File: config.mk
export PLATFORM = sky130hd
export DESIGN_NAME = math_equation_solver
export DESIGN_NICKNAME = d
export VERILOG_FILES = /design/src/rtl/math_eq_pkg.sv /design/src/rtl/math_equation_solver_div.sv /design/src/rtl/math_equation_solver.sv
export SDC_FILE = /design/constraint.sdc
export NUM_CORES = 1
export LEC_CHECK = 0
export BUFFER_PORTS_ARGS = -buffer_cell sky130_fd_sc_hd__buf_2
export CORE_MARGIN = 5
export CORE_UTILIZATION = 35
export DETAILED_ROUTE_END_ITERATION = 12
export PLACE_DENSITY = 0.62
export SLEW_MARGIN = 20
export SYNTH_ARGS = -nofsm -noshare
export SYNTH_HDL_FRONTEND = slang
export SYNTH_HIERARCHICAL = 1
export SYNTH_SLANG_ARGS = --single-unit
export TNS_END_PERCENT = 50
File: constraint.sdc
create_clock -name clk -period 6.4 [get_ports clk]
set_clock_uncertainty 0.15 [all_clocks]
set_input_delay 1.28 -clock clk [delete_from_list [all_inputs] [get_ports clk]]
set_output_delay 1.28 -clock clk [all_outputs]
set_load 0.02 [all_outputs]
File: src/rtl/math_eq_pkg.sv
// Shared definitions for the equation solver (inverse of the evaluator
// q = ((1 + 3c)(a - b) - 4d) / 2).
// Width helpers take the operand width so parameterised instances stay
// consistent; the localparams give the widths for the default WIDTH of 8.
package math_eq_pkg;

  localparam int unsigned WIDTH_DEF = 8;

  function automatic int unsigned q_w_of(input int unsigned w);
    return 2 * w + 4;
  endfunction

  function automatic int unsigned num_w_of(input int unsigned w);
    return 2 * w + 6;
  endfunction

  function automatic int unsigned den_w_of(input int unsigned w);
    return w + 3;
  endfunction

  function automatic int unsigned a_w_of(input int unsigned w);
    return 2 * w + 7;
  endfunction

  localparam int unsigned Q_W   = q_w_of(WIDTH_DEF);
  localparam int unsigned NUM_W = num_w_of(WIDTH_DEF);
  localparam int unsigned DEN_W = den_w_of(WIDTH_DEF);
  localparam int unsigned A_W   = a_w_of(WIDTH_DEF);

  typedef enum logic [1:0] {
    IDLE,
    DIV,
    FIX,
    DONE
  } solver_state_t;

endpackage

File: src/rtl/math_equation_solver_div.sv
// Unsigned restoring divider, one quotient bit per clock.
// Ports:
//   clk, rst_n          clock, asynchronous active-low reset
//   start               load dividend/divisor and begin (ignored state-wise while busy
//                       only by the caller; start always reloads)
//   dividend, divisor   unsigned operands (divisor must be non-zero)
//   busy                high while iterating
//   done                one-cycle pulse after the last iteration
//   quotient, remainder results, valid from done onwards until the next start
module seq_div_unsigned #(
  parameter int unsigned NUM_W = 22,
  parameter int unsigned DEN_W = 11
) (
  input  logic             clk,
  input  logic             rst_n,
  input  logic             start,
  input  logic [NUM_W-1:0] dividend,
  input  logic [DEN_W-1:0] divisor,
  output logic             busy,
  output logic             done,
  output logic [NUM_W-1:0] quotient,
  output logic [DEN_W-1:0] remainder
);

  localparam int unsigned CNT_W = $clog2(NUM_W + 1);

  // Dividend shifts out MSB-first while quotient bits shift in at the LSB,
  // so after NUM_W iterations this register holds the quotient.
  logic [NUM_W-1:0] dvd_r;
  logic [DEN_W-1:0] dvs_r;
  logic [DEN_W-1:0] rem_r;
  logic [CNT_W-1:0] cnt_r;
  logic             busy_r;
  logic             done_r;

  logic [DEN_W:0]   trial;
  logic [DEN_W:0]   diff;
  logic             fits;
  logic [DEN_W-1:0] rem_nxt;

  always_comb begin
    trial   = {rem_r, dvd_r[NUM_W-1]};
    diff    = trial - {1'b0, dvs_r};
    fits    = (trial >= {1'b0, dvs_r});
    // Either branch is below the divisor, so the top bit is always zero.
    rem_nxt = fits ? diff[DEN_W-1:0] : trial[DEN_W-1:0];
  end

  always_ff @(posedge clk or negedge rst_n) begin
    if (!rst_n) begin
      dvd_r  <= '0;
      dvs_r  <= '0;
      rem_r  <= '0;
      cnt_r  <= '0;
      busy_r <= 1'b0;
      done_r <= 1'b0;
    end else if (start) begin
      dvd_r  <= dividend;
      dvs_r  <= divisor;
      rem_r  <= '0;
      cnt_r  <= '0;
      busy_r <= 1'b1;
      done_r <= 1'b0;
    end else if (busy_r) begin
      dvd_r <= {dvd_r[NUM_W-2:0], fits};
      rem_r <= rem_nxt;
      cnt_r <= cnt_r + 1'b1;
      if (cnt_r == CNT_W'(NUM_W - 1)) begin
        busy_r <= 1'b0;
        done_r <= 1'b1;
      end
    end else begin
      done_r <= 1'b0;
    end
  end

  assign busy      = busy_r;
  assign done      = done_r;
  assign quotient  = dvd_r;
  assign remainder = rem_r;

endmodule

File: src/rtl/math_equation_solver.sv
// Recovers a = b + trunc((2q + 4d) / (1 + 3c)) from an evaluator result q.
// Signs are stripped before an unsigned iterative divide and restored
// afterwards (truncation toward zero, remainder follows the numerator).
// Ports:
//   clk, rst_n        clock, asynchronous active-low reset
//   valid_i, ready_o  input handshake (ready_o high only when idle)
//   q, b, c, d        signed operands (q is 2*WIDTH+4 bits)
//   valid_o, ready_i  output handshake; outputs hold until transferred
//   a_o               signed recovered a (2*WIDTH+7 bits)
//   rem_o             signed division remainder (WIDTH+3 bits)
//   exact_o           remainder is zero
module math_equation_solver
  import math_eq_pkg::*;
#(
  parameter int unsigned WIDTH = 8
) (
  input  logic                 clk,
  input  logic                 rst_n,
  input  logic                 valid_i,
  output logic                 ready_o,
  input  logic [2*WIDTH+3:0]   q,
  input  logic [WIDTH-1:0]     b,
  input  logic [WIDTH-1:0]     c,
  input  logic [WIDTH-1:0]     d,
  output logic                 valid_o,
  input  logic                 ready_i,
  output logic [2*WIDTH+6:0]   a_o,
  output logic [WIDTH+2:0]     rem_o,
  output logic                 exact_o
);

  localparam int unsigned QW = q_w_of(WIDTH);
  localparam int unsigned NW = num_w_of(WIDTH);
  localparam int unsigned DW = den_w_of(WIDTH);
  localparam int unsigned AW = a_w_of(WIDTH);

  solver_state_t state, state_nxt;

  logic [NW-1:0] q_ext, d_ext, num, num_mag;
  logic [DW-1:0] c_ext, den, den_mag;
  logic          start;

  logic          div_busy, div_done;
  logic [NW-1:0] quot;
  logic [DW-1:0] rem;

  logic [WIDTH-1:0] b_r;
  logic             sign_q_r, sign_r_r;
  logic [AW-1:0]    a_r;
  logic [DW-1:0]    rem_r;
  logic             exact_r;

  logic [NW-1:0] quot_s;
  logic [AW-1:0] a_nxt;
  logic [DW-1:0] rem_s;

  // Operand formation: NUM = 2q + 4d, DEN = 1 + 3c, both sign-extended first.
  always_comb begin
    q_ext   = {{(NW-QW){q[QW-1]}}, q};
    d_ext   = {{(NW-WIDTH){d[WIDTH-1]}}, d};
    num     = (q_ext << 1) + (d_ext << 2);
    c_ext   = {{(DW-WIDTH){c[WIDTH-1]}}, c};
    den     = c_ext + (c_ext << 1) + DW'(1);
    num_mag = num[NW-1] ? -num : num;
    den_mag = den[DW-1] ? -den : den;
    start   = valid_i && (state == IDLE);
  end

  seq_div_unsigned #(
    .NUM_W(NW),
    .DEN_W(DW)
  ) u_div (
    .clk      (clk),
    .rst_n    (rst_n),
    .start    (start),
    .dividend (num_mag),
    .divisor  (den_mag),
    .busy     (div_busy),
    .done     (div_done),
    .quotient (quot),
    .remainder(rem)
  );

  always_ff @(posedge clk or negedge rst_n) begin
    if (!rst_n) begin
      state <= IDLE;
    end else begin
      state <= state_nxt;
    end
  end

  always_comb begin
    state_nxt = state;
    ready_o   = 1'b0;
    valid_o   = 1'b0;
    case (state)
      IDLE: begin
        ready_o = 1'b1;
        if (valid_i) state_nxt = DIV;
      end
      DIV: begin
        if (div_done && !div_busy) state_nxt = FIX;
      end
      FIX: begin
        state_nxt = DONE;
      end
      DONE: begin
        valid_o = 1'b1;
        if (ready_i) state_nxt = IDLE;
      end
      default: state_nxt = IDLE;
    endcase
  end

  // Sign restoration and the +b correction applied in FIX.
  always_comb begin
    quot_s = sign_q_r ? -quot : quot;
    rem_s  = sign_r_r ? -rem : rem;
    a_nxt  = {{(AW-WIDTH){b_r[WIDTH-1]}}, b_r} + {{(AW-NW){quot_s[NW-1]}}, quot_s};
  end

  always_ff @(posedge clk or negedge rst_n) begin
    if (!rst_n) begin
      b_r      <= '0;
      sign_q_r <= 1'b0;
      sign_r_r <= 1'b0;
      a_r      <= '0;
      rem_r    <= '0;
      exact_r  <= 1'b0;
    end else begin
      if (start) begin
        b_r      <= b;
        sign_q_r <= num[NW-1] ^ den[DW-1];
        sign_r_r <= num[NW-1];
      end
      if (state == FIX) begin
        a_r     <= a_nxt;
        rem_r   <= rem_s;
        exact_r <= (rem == '0);
      end
    end
  end

  assign a_o     = a_r;
  assign rem_o   = rem_r;
  assign exact_o = exact_r;

endmodule
Yosys cells after proc, flatten, opt, wreduce, memory -nomap -nowiden
Cells that the tools add are included.
W data, S select, Z words.
{ "word_totals": {"reg_bits": 98} }
{ "op_classes": {"n_lt_le_gt_ge": 1, "eq_ne": 8, "bitwise": 1, "addsub": 10, "n_reduce_logical": 7, "n_mux": 23} }
{ "ops": {"columns": ["op", "n"], "rows": [
  ["$mux W22", 4],
  ["$mux W11", 5],
  ["$neg A22 Y22", 2],
  ["$add A8 B22 Y23", 1],
  ["$add A21 B10 Y22", 1],
  ["$neg A11 Y11", 2],
  ["$ge A12 B11 Y1", 1],
  ["$add A10 B2 Y11 const B", 1],
  ["$logic_not A11 Y1", 1],
  ["$sub A11 B11 Y11", 1],
  ["$add A8 B9 Y10", 1],
  ["$mux W5", 2],
  ["$mux W1", 8],
  ["$pmux W2 S4", 1],
  ["$mux W2", 3],
  ["$ne A2 B2 Y1 const B", 3],
  ["$add A5 B1 Y5 const B", 1],
  ["$eq A5 B5 Y1 const B", 1],
  ["$eq A2 B2 Y1 const B", 2],
  ["$ne A3 B3 Y1 const B", 1],
  ["$reduce_and A3 Y1", 1],
  ["$eq A2 B1 Y1 const B", 1],
  ["$logic_and A1 B1 Y1", 2],
  ["$logic_not A2 Y1", 1],
  ["other kinds (3)", 3]
]} }

Longest topological paths before layout
Gate-level depths: netlist (run 1).
{ "depth": {"ltp_word": 4, "mapped_depth": 17} }

Hierarchy
The synthesis (run 1) kept the hierarchy.
{ "modules_own_cells": {"columns": ["module", "cells_per_inst", "seq_area_each_um2", "n_inst", "area_per_inst_um2"], "rows": [
  ["math_equation_solver", 636, 1176.1, 1, 5316.3],
  ["seq_div_unsigned", 299, 1276.2, 1, 2851.5]
]} }

Least setup slack after synthesis (run 1)
OpenSTA, ideal clock, no wires.
{ "synth_path": {"path_type": "in2reg", "from": "input port q[1]", "to": "register u_div.dvd_r[20], in the netlist u_div/quotient[20]", "setup_ns": 0.133, "n_path_buf": 0, "setup_slack_ns": 2.265, "path_stages": 13, "arrival_ns": 3.852, "path_cell_list": "ha_1 -> inv_1 -> fa_1 -> and2b_1 -> o2111ai_2 -> a21oi_1 -> o41a_1 -> or3_4 -> a2111oi_4 -> a41oi_1 -> xor2_1 -> nand2_1 -> o21ai_0"} }
{ "synth_via": {"elab_chain_cells": 4} }
{ "synth_rtl": {"columns": ["item", "line", "text"], "rows": [
  ["start, declared", "math_equation_solver.sv:21", "input logic [2*WIDTH+3:0] q,"],
  ["$add A21 B10 Y22 (*)", "math_equation_solver.sv:61", "num = (q_ext << 1) + (d_ext << 2);"],
  ["$neg A22 Y22", "math_equation_solver.sv:64", "num_mag = num[NW-1] ? -num : num;"],
  ["$mux W22 (*)", "math_equation_solver.sv:64", null],
  ["named net num_mag[20]", "math_equation_solver.sv:39", "logic [NW-1:0] q_ext, d_ext, num, num_mag;"],
  ["$mux W22 (*)", "math_equation_solver_div.sv:57", "end else if (start) begin"],
  ["end signal, assigned", "math_equation_solver_div.sv:58", "dvd_r <= dividend;"],
  ["end signal, assigned", "math_equation_solver_div.sv:65", "dvd_r <= {dvd_r[NUM_W-2:0], fits};"],
  ["end, declared", "math_equation_solver_div.sv:29", "logic [NUM_W-1:0] dvd_r;"]
]} }
The timed path passes the listed nets; every way through them passes the cells marked *.
A chain may end at the register's enable or synchronous reset.

Worst setup path after layout (run 1)
{ "layout_path": {"from": "input port q[1]", "to": "register u_div.dvd_r[19], in the netlist u_div/quotient[19]"} }
Same word-level chain as after synthesis.

==> out/results.tsv, run 1 <==
stage	metric	value	unit
power	p_comb_frac	0.670	
logic_synthesis	synthArstFlopShare	1.00	
logic_synthesis	synth_ff_type	dfrtp_1	
sta	slew_headroom	0.377	
detailed_routing	wl_met3	768	um
logic_synthesis	netlist.area_leader.share	0.300	
job	cap_violations	0	
grt	gr-total-overflow	0	
power	p_sw_frac	0.469	
power	switching_power	2.55	mW
worst_hold_path	min_path_type	reg -> reg	
grt	antenna_found_initial	0	
sta	min_period	4.30	ns
sta	rsz0062_at_grt	no	
logic_synthesis	synth_top_family_by_area	compound AO/OA/AOI/OAI gates	
finish	drive_above_1_share	0.159	
finish	num_antenna_cells	0	
sta	fin_tns_setup	0	ns
logic_synthesis	synth_area_leaders	dfrtp_1, ha_1, xnor2_1	
logic_synthesis	synth_mux_area_frac	0.0627	
grt	grt_pass1_wl	30000	um
logic_synthesis	ys_ff_latch	98	
placed_design	routabilityCongestion	0.850	
logic_synthesis	yosys_warnings	6	
finish	final_common_cell	nand2_1	
floorplan	die_h	163	um
detailed_routing	final_antenna_net_count	0	
critical_path	critical_path_buf_inv_count	2	
detailed_routing	vias_per_cell	4.99	
sta	worst_pin_slew	0.935	ns
finish	stdcell_area	9180	um^2
detailed_routing	dr.first_iter.drc_count	256	
critical_path	worstPathRequired	6.45	ns
finish	nNetsFinal	1124	
power	seqPwrFrac	0.232	
logic_synthesis	synth_simple_gate_area_frac	0.162	
grt	grt_pass1_vias	6314	
logic_synthesis	synth-edff-count	0	
detailed_routing	wl_met1	9120	um
critical_path	crit_arrival	4.35	ns
floorplan	dieWidth	163	um
finish	num-fill-cells	2381	
floorplan	dieArea	26500	um^2
critical_path	slowest_stage	nor4_1	
worst_hold_path	hold_start	exact_o	
critical_path	critPathKind	in -> reg	
placed_design	dpl_cell_area	8890	um^2
critical_path	critical_path.max_stage_delay	0.65	ns
logic_synthesis	netlist_area	8170	um^2
sta	final_max_slew_viol_count	0	
detailed_routing	drc_errors	0	
detailed_routing	drt_wl_total	17400	um
clocking	clk_pin_slew	0.07	ns
clocking	cts_max_path_buffers	2	
sta	fin_worst_hold_slack	0.332	ns
detailed_routing	vias	6628	
floorplan	core	23200	um^2
clocking	cts-hold-fix-buffers	0	
sta	max_freq	233	MHz
clocking	h-tree-depth	3	
floorplan	ios	85	
finish	most-common-layout-cells	nand2_1, dfrtp_1, buf_2	
critical_path	end_kind	flip-flop	
critical_path	r2r_start	u_div/quotient[0]	
clocking	clk_latency	0.35	ns
detailed_routing	wl_per_cell	13.1	um
clocking	cts_resized	0	
detailed_routing	wl_met2	7310	um
clocking	cts_buffers	9	
power	intPower	2.90	mW
detailed_routing	top_layer	met4	
power	vdd_drop_max	202	uV
floorplan	rows	56	
logic_synthesis	yosysSeqAreaShare	0.300	
logic_synthesis	syn_avg_cell_area	8.74	um^2
logic_synthesis	yosys.area.top_type	dfrtp_1	
placed_design	dp_hpwl	13600	um
sta	finalHoldViolCount	0	
sta	min_period_over_period	0.672	
logic_synthesis	synth_xor_area_frac	0.104	
power	p_clk_frac	0.098	
critical_path	crit_start	q[1]	
grt	grt_max_degree	59	
clocking	cts_setup_buffers	0	
clocking	cts_tree	built	
logic_synthesis	synthCells	935	
grt	track_usage	0.134	
run_status	status	complete, no violations	
critical_path	path_delay_family	compound AO/OA/AOI/OAI gates	
critical_path	crit_path_start_kind	input pin	
critical_path	crit_path_cell_trace	buf_2 > ha_1 > inv_1 > fa_1 > and2b_1 > o2111a_1 > o21ai_0 > a22oi_1 > o211ai_1 > nor4_1 > a31oi_1 > xnor2_1 > nand2_1 > o21ai_0	
sta	setup_viol	0	
critical_path	crit_path_max_fanout	5	
logic_synthesis	synth_compound_area_frac	0.217	
clocking	cts.sinks	98	
clocking	cts_root_buf	clkbuf_16	
placed_design	port_buffers	84	
detailed_routing	first_pass_iters	5	
critical_path	cpMostUsedCell	o21ai_0	
logic_synthesis	synth_cell_types	79	
placed_design	pre_cts_ws	1.79	ns
sta	setup_slack	2.10	ns
power	powerDensity	594	nW/um^2
logic_synthesis	synth_adder_area_share	0.116	
floorplan	initial_core_util	0.352	
power	leakagePower	4.20	nW
finish	synthToLayoutAreaGrowth	12.4	%
[through the flow]
stage	utilization	power (mW)	std cells
2_1_floorplan	-	4.16	936
3_3_place_gp	0.383	4.87	1311
3_5_place_dp	0.383	4.94	1311
4_1_cts	0.396	5.49	1327
5_1_grt	0.396	6.03	1327
6_report	0.396	5.45	1327
[cell families after synthesis]
| group | count (synthesis) |
|---|---|
| and+or+nand+nor | 275 |
| AOI/OAI and AO/OA | 264 |
| DFF | 98 |
| xor gates and xnor gates | 97 |
| buffers and inverters | 79 |
| adders and majority gates | 73 |
| muxes | 48 |
| other | 1 |
[final timing paths]
path | to | slack, ns | depth (start not counted)
setup / recovery | u_div/quotient[19] | 2.10 | 14
hold / removal | exact_o | 0.33 | 1
setup reg to reg | a_o[19] | 2.28 | 15
hold reg to reg | exact_o | 0.33 | 1
max in group asynchronous | u_div/busy | 4.20 | 2
min in group asynchronous | b_r[4] | 0.76 | 1
[power groups by stage]
stage          sequential, mW  clock [mW]  combinational, mW
2_1_floorplan            1.31           0               2.85
3_3_place_gp             1.27           0               3.61
3_5_place_dp             1.28           0               3.66
4_1_cts                  1.26       0.553               3.68
5_1_grt                  1.32       0.579               4.13
6_report                 1.26       0.536               3.65
[synth_stat cells (all sizes together), types with 14 or more instances]
library cell,n
a21o,25
a21oi,62
clkbuf,22
dfrtp,98
ha,69
inv,46
mux2,25
mux2i,23
nand2,105
nand2b,14
nor2,66
o21ai,80
xnor2,61
xor2,36
[sequential cells by signal, indices dropped and copies added (netlist names)]
| register | cells |
|---|---|
| a_o | 23 |
| u_div/quotient | 22 |
| rem_o | 11 |
| u_div/dvs_r | 11 |
| u_div/remainder | 11 |
| b_r | 8 |
| u_div/cnt_r | 5 |
| state | 2 |
| exact_o | 1 |
| sign_q_r | 1 |
| sign_r_r | 1 |
| u_div/busy | 1 |
| u_div/done | 1 |
[cell type report]
class	count	area, um^2	area share
multi-input combinational	759	5410	0.589
timing repair buffer	88	453	0.0493
sequential	98	2450	0.267
clock inverter	5	55.1	0.00600
clock buffer	11	233	0.0253
inverter	47	176	0.0192
tap	319	399	0.0435
[per-layer routing]
| layer | track usage | vias up |
|---|---|---|
| met1 | 0.195 | 3028 |
| met2 | 0.206 | 99 |
| met3 | 0.0235 | 11 |
| met4 | 0.0324 | 0 |
| li1 | - | 3490 |
| met5 | 0 | - |
Power figures use the tool's default switching activity.
==> run 2: changes to the inputs <==
PLACE_DENSITY = 0.64   (was 0.62)
clock period = 3.6 ns   (was 6.4 ns; I/O delays follow)
==> out/results.tsv, run 2 (same netlist as run 1, synthesis figures left out) <==
stage	metric	value	unit	change
placed_design	routabilityCongestion	0.873		+2.7%
detailed_routing	wl_per_cell	13.0	um	-0.98%
grt	grt_max_degree	55		-6.8%
sta	setup_slack	-0.152	ns	-2.25 ns
floorplan	dieArea	26500	um^2	unchanged
grt	antenna_found_initial	0		unchanged
critical_path	crit_arrival	3.83	ns	-0.52 ns
grt	grt_pass1_vias	6697		+6.1%
finish	largest_reg_flops	23		unchanged
power	powerDensity	1070	nW/um^2	+80%
power	switching_power	4.85	mW	+90%
detailed_routing	dr.first_iter.drc_count	287		+12%
worst_hold_path	min_path_type	in -> async		
clocking	cts_max_path_buffers	2		unchanged
floorplan	ios	85		unchanged
critical_path	critical_path.max_stage_delay	0.44	ns	-0.21 ns
power	vdd_drop_max	405	uV	+100%
grt	track_usage	0.141		+0.00703
sta	setup_viol	4		+4
finish	stdcell_area	9940	um^2	+8.2%
job	cap_violations	0		unchanged
floorplan	die_h	163	um	unchanged
sta	slew_headroom	0.419		+0.0429
critical_path	crit_path_max_fanout	4		-1
detailed_routing	drc_errors	0		unchanged
floorplan	core	23200	um^2	unchanged
power	p_clk_frac	0.100		+0.002
finish	final_common_cell	nand2_1		
clocking	cts_buffers	9		unchanged
sta	worst_pin_slew	0.865	ns	-0.0702 ns
finish	fin_cells	1409		+6.2%
grt	gr-total-overflow	0		unchanged
power	leakagePower	4.63	nW	+10%
sta	finalHoldViolCount	0		unchanged
detailed_routing	drt_wl_total	18300	um	+5.1%
placed_design	dpl_cell_area	9490	um^2	+6.7%
power	p_comb_frac	0.695		+0.025
finish	most-common-layout-cells	nand2_1, dfrtp_1, buf_4		
power	seqPwrFrac	0.206		-0.026
sta	fin_tns_setup	-0.274	ns	-0.274 ns
critical_path	slowest_stage	or4_4		
critical_path	path_delay_family	compound AO/OA/AOI/OAI gates		
power	p_total	10.6	mW	+95%
grt	grt_pass1_wl	31700	um	+5.7%
critical_path	end_kind	flip-flop		
finish	post-route-util	0.428		+0.0325
placed_design	dpl.cell_count	1388		+5.9%
finish	nNetsFinal	1205		+7.2%
detailed_routing	vias_per_cell	4.92		-1.4%
clocking	clk_latency	0.35	ns	about the same
critical_path	cpMostUsedCell	a311o_1		
run_status	status	finished with violations		
placed_design	port_buffers	84		unchanged
power	intPower	5.80	mW	+100%
critical_path	r2r_start	u_div/quotient[1]		
sta	rsz0062_at_grt	yes		
sta	fin_worst_hold_slack	0.259	ns	-0.0731 ns
finish	synthToLayoutAreaGrowth	21.6	%	
detailed_routing	vias	6936		+4.6%
clocking	cts.sinks	98		unchanged
sta	min_period	3.75	ns	
power	p_sw_frac	0.455		-0.0132
run_status	violations	negative setup slack		
finish	drive_above_1_share	0.240		+0.0809
placed_design	pre_cts_ws	-0.176	ns	-1.97 ns
floorplan	rows	56		unchanged
critical_path	crit_path_start_kind	flip-flop		
critical_path	ff2ff_setup_slack	-0.15	ns	-2.43 ns
placed_design	dp_hpwl	14500	um	+6.4%
clocking	h-tree-depth	3		unchanged
clocking	clk_pin_slew	0.07	ns	about the same
detailed_routing	final_antenna_net_count	0		unchanged
sta	max_freq	267	MHz	
floorplan	dieWidth	163	um	unchanged
sta	min_period_over_period	1.04		
clocking	cts_tree	built		
critical_path	worstPathRequired	3.68	ns	-2.77 ns
detailed_routing	first_pass_iters	4		-1
critical_path	critical_path_buf_inv_count	1		-1
critical_path	crit_start	u_div/quotient[1]		
clocking	cts_root_buf	clkbuf_16		
floorplan	initial_core_util	0.352		unchanged
critical_path	crit_path_cell_trace	inv_1 > ha_2 > nand2_2 > or3_4 > or4_4 > o21ai_1 > xnor2_1 > ha_1 > a21oi_1 > nor2b_1 > a311o_1 > a311o_1 > xor2_1 > mux2_4		
sta	final_max_slew_viol_count	0		unchanged
critical_path	critPathKind	reg -> reg		
[run 2: cell types whose count changed in the layout (fill, tap and decap cells not counted), moves of 2 or more]
cell	previous run	this run
o21ai_0	74	68
o21ai_1	5	9
a21oi_2	1	6
buf_4	5	86
a21oi_1	61	56
ha_1	68	65
clkinv_2	2	0
o21ai_2	1	3
ha_2	1	4
o41ai_1	5	3
[run 2: final cells by class]
type / instances / area [um^2]
Clock inverter: 5 / 85.1
Tap cell: 319 / 399
Fill cell: 2292 / 13300
Sequential cell: 98 / 2450
Timing Repair Buffer: 169 / 1060
Multi-Input combinational cell: 759 / 5520
Inverter: 47 / 176
Antenna cell: 1 / 2.50
Clock buffer: 11 / 243
[run 2: what timing repair did]
item,CTS,global route
gates resized for setup,4,20
buffers inserted,0,4
hold buffers,0,0
endpoints found under the setup margin,5,13
pin swaps,0,6
cloned,0,0
[run 2: final timing paths]
path | end | cells after the start
worst max-delay path | a_o[18] | 14
max in group asynchronous | a_o[18] | 2
worst min register to register | exact_o | 1
worst min-delay path | u_div/quotient[2] | 1
worst max register to register | a_o[18] | 14
min in group clk | exact_o | 1
[run 2: worst register-to-register path, stage by stage, from the launching register on]
cell and delay, ns:
dfrtp_1 0.38, inv_1 0.08, ha_2 0.18, nand2_2 0.05
or3_4 0.35, or4_4 0.44, o21ai_1 0.17, xnor2_1 0.09
ha_1 0.37, a21oi_1 0.16, nor2b_1 0.07, a311o_1 0.39
a311o_1 0.35, xor2_1 0.15, mux2_4 0.26
[run 2: routing by layer]
layer | vias to the layer above | part of all wire | GRT usage
li1 | 3649 | - | -
met3 | 14 | 0.046 | 0.0278
met2 | 90 | 0.43 | 0.220
met1 | 3183 | 0.51 | 0.201
met5 | - | 0 | 0
met4 | 0 | 0.012 | 0.0332
[run 2: power by group through the flow]
stage	registers, mW	logic [mW]	clock network [mW]
floorplan	2.33	5.07	0
global placement	2.19	6.98	0
detailed placement	2.21	7.12	0
CTS	2.19	7.21	1.09
global route	2.29	8.26	1.14
finish	2.19	7.39	1.06
==> run 3: changes to the inputs <==
CORE_UTILIZATION = 40   (was 35)
PLACE_DENSITY = 0.7   (was 0.64)
==> out/results.tsv, run 3 (same netlist as run 1, synthesis figures left out) <==
stage	metric	value	unit	change
grt	grt_pass1_vias	6698		+0.015%
critical_path	r2r_cells	15		+1
placed_design	dpl_cell_area	9380	um^2	-1.2%
clocking	clk_latency	0.34	ns	about the same
finish	num-fill-cells	1972		-14%
floorplan	dieArea	23400	um^2	-12%
clocking	cts-hold-fix-buffers	0		unchanged
power	powerDensity	1090	nW/um^2	+1.5%
critical_path	cp-endpoint	a_o[17]		
placed_design	dp_hpwl	14000	um	-3.2%
floorplan	ios	85		unchanged
finish	drive_above_1_share	0.240		+0.000590
clocking	cts_max_path_buffers	2		unchanged
sta	rsz0062_at_grt	yes		
detailed_routing	wl_per_cell	13.4	um	+3.3%
grt	antenna_found_initial	0		unchanged
detailed_routing	vias	6960		+0.35%
critical_path	r2r_start	u_div/quotient[0]		
critical_path	critPathKind	reg -> reg		
critical_path	ff2ff_setup_slack	-0.07	ns	+0.08 ns
finish	num_antenna_cells	0		-1
clocking	cts_tree	built		
power	leakagePower	4.60	nW	-0.79%
finish	largest_reg_flops	23		unchanged
sta	min_period_over_period	1.02		-0.0221
critical_path	end_kind	flip-flop		
sta	setup_slack	-0.0722	ns	+0.0795 ns
run_status	violations	negative setup slack		
placed_design	routabilityCongestion	0.840		-3.7%
run_status	status	finished with violations		
detailed_routing	vias_per_cell	5.16		+4.9%
detailed_routing	dr.first_iter.drc_count	337		+17%
grt	track_usage	0.155		+0.0147
sta	min_period	3.67	ns	-0.0795 ns
detailed_routing	drt_wl_total	18100	um	-1.2%
sta	slew_headroom	0.391		-0.0288
floorplan	rows	52		-7.1%
power	vdd_drop_max	481	uV	+19%
grt	grt_pass1_wl	31500	um	-0.70%
critical_path	crit_start	u_div/quotient[0]		
floorplan	initial_core_util	0.405		+0.0528
critical_path	crit_arrival	3.74	ns	-0.09 ns
critical_path	crit_path_max_fanout	3		-1
sta	worst_pin_slew	0.908	ns	+0.0429 ns
worst_hold_path	min_path_type	in -> async		
critical_path	crit_path_start_kind	flip-flop		
finish	fin_cells	1348		-4.3%
finish	most-common-layout-cells	nand2_1, dfrtp_1, buf_2		
clocking	cts.sinks	98		unchanged
clocking	cts_root_buf	clkbuf_16		
detailed_routing	drc_errors	0		unchanged
detailed_routing	final_antenna_net_count	0		unchanged
finish	final_common_cell	nand2_1		
grt	gr-total-overflow	0		unchanged
sta	fin_worst_hold_slack	0.244	ns	-0.0144 ns
floorplan	dieWidth	153	um	-6.1%
placed_design	dpl.cell_count	1329		-4.3%
finish	nNetsFinal	1194		-0.91%
job	cap_violations	0		unchanged
sta	max_freq	272	MHz	+2.2%
sta	finalHoldViolCount	0		unchanged
critical_path	worstPathRequired	3.67	ns	about the same
placed_design	port_buffers	84		unchanged
grt	grt_max_degree	54		-1.8%
clocking	clk_pin_slew	0.07	ns	about the same
finish	stdcell_area	9880	um^2	-0.58%
critical_path	worst_r2r_endpoint	a_o[17]		
sta	final_max_slew_viol_count	0		unchanged
sta	setup_viol	4		unchanged
clocking	cts_buffers	9		unchanged
floorplan	core	20200	um^2	-13%
finish	synthToLayoutAreaGrowth	20.9	%	
detailed_routing	first_pass_iters	4		unchanged
floorplan	die_h	153	um	-6.1%
clocking	h-tree-depth	3		unchanged
run 3: cell count changes in the layout (fill, tap and decap cells not counted), moves of 2 or more:
cell      before  now
buf_4         86   73
inv_1         45   43
a211oi_2       1    3
inv_2          1    3
buf_12         0    2
run 3: how the worst min path moves through the flow:
stage                                    to  startpoint  depth (start not counted)  slack, ns
final                     u_div/quotient[2]       rst_n                          1       0.24
after detailed placement            a_o[11]     a_o[11]                          1       0.32
after CTS                 u_div/quotient[2]       rst_n                          1       0.27
after global placement              a_o[11]     a_o[11]                          1       0.32
after global routing      u_div/quotient[0]       rst_n                          1       0.30
after floorplan                      a_o[0]       rst_n                          0       0.27
run 3: timing repair:
action,4_1_cts,5_1_grt
endpoints found under the setup margin,5,15
cloned,0,0
pin swaps,3,14
setup buffers,0,3
resized for setup,8,28
run 3: cell type report:
class,count,area (um^2),area share
Multi-Input combinational cell,759,5580,0.565
Sequential cell,98,2450,0.248
Timing Repair Buffer,158,1000,0.102
Tap cell,270,338,0.0342
Clock buffer,9,225,0.0228
Inverter,47,176,0.0179
Clock inverter,7,101,0.0103
run 3: critical path, stage by stage (launching register included):
cell     delay, ns
dfrtp_1       0.40
inv_2         0.08
ha_4          0.14
nand2_2       0.05
or3_4         0.35
nor4_4        0.24
nand2_2       0.12
o41ai_4       0.32
xnor2_1       0.14
ha_2          0.20
or4_4         0.41
or3_4         0.41
o21ai_4       0.18
buf_4         0.14
xnor2_1       0.14
a21oi_1       0.09
run 3: where the power goes:
group	switching [mW]	internal (mW)
clock	0.437	0.617
combinational	3.92	3.54
sequential	0.547	1.68
total	4.91	5.83
run 3: metrics by stage:
step	setup slack, ns	util	total power, mW	setup TNS [ns]
finish	-0.0722	0.490	10.7	-0.248
global route	-0.233	0.490	11.8	-1.24
detailed placement	-0.214	0.465	9.31	-1.31
floorplan	-0.0197	-	7.41	-0.0197
global placement	-0.157	0.465	9.13	-0.491
CTS	-0.0569	0.483	10.5	-0.142
run 3: per-layer routing:
layer | up-vias | track usage | wire length, um | part of all wire
met3 | 15 | 0.0263 | 755 | 0.042
met1 | 3204 | 0.227 | 9260 | 0.51
met4 | 0 | 0.0327 | 213 | 0.012
li1 | 3629 | - | - | -
met2 | 112 | 0.243 | 7830 | 0.43
met5 | - | 0 | 0 | 0
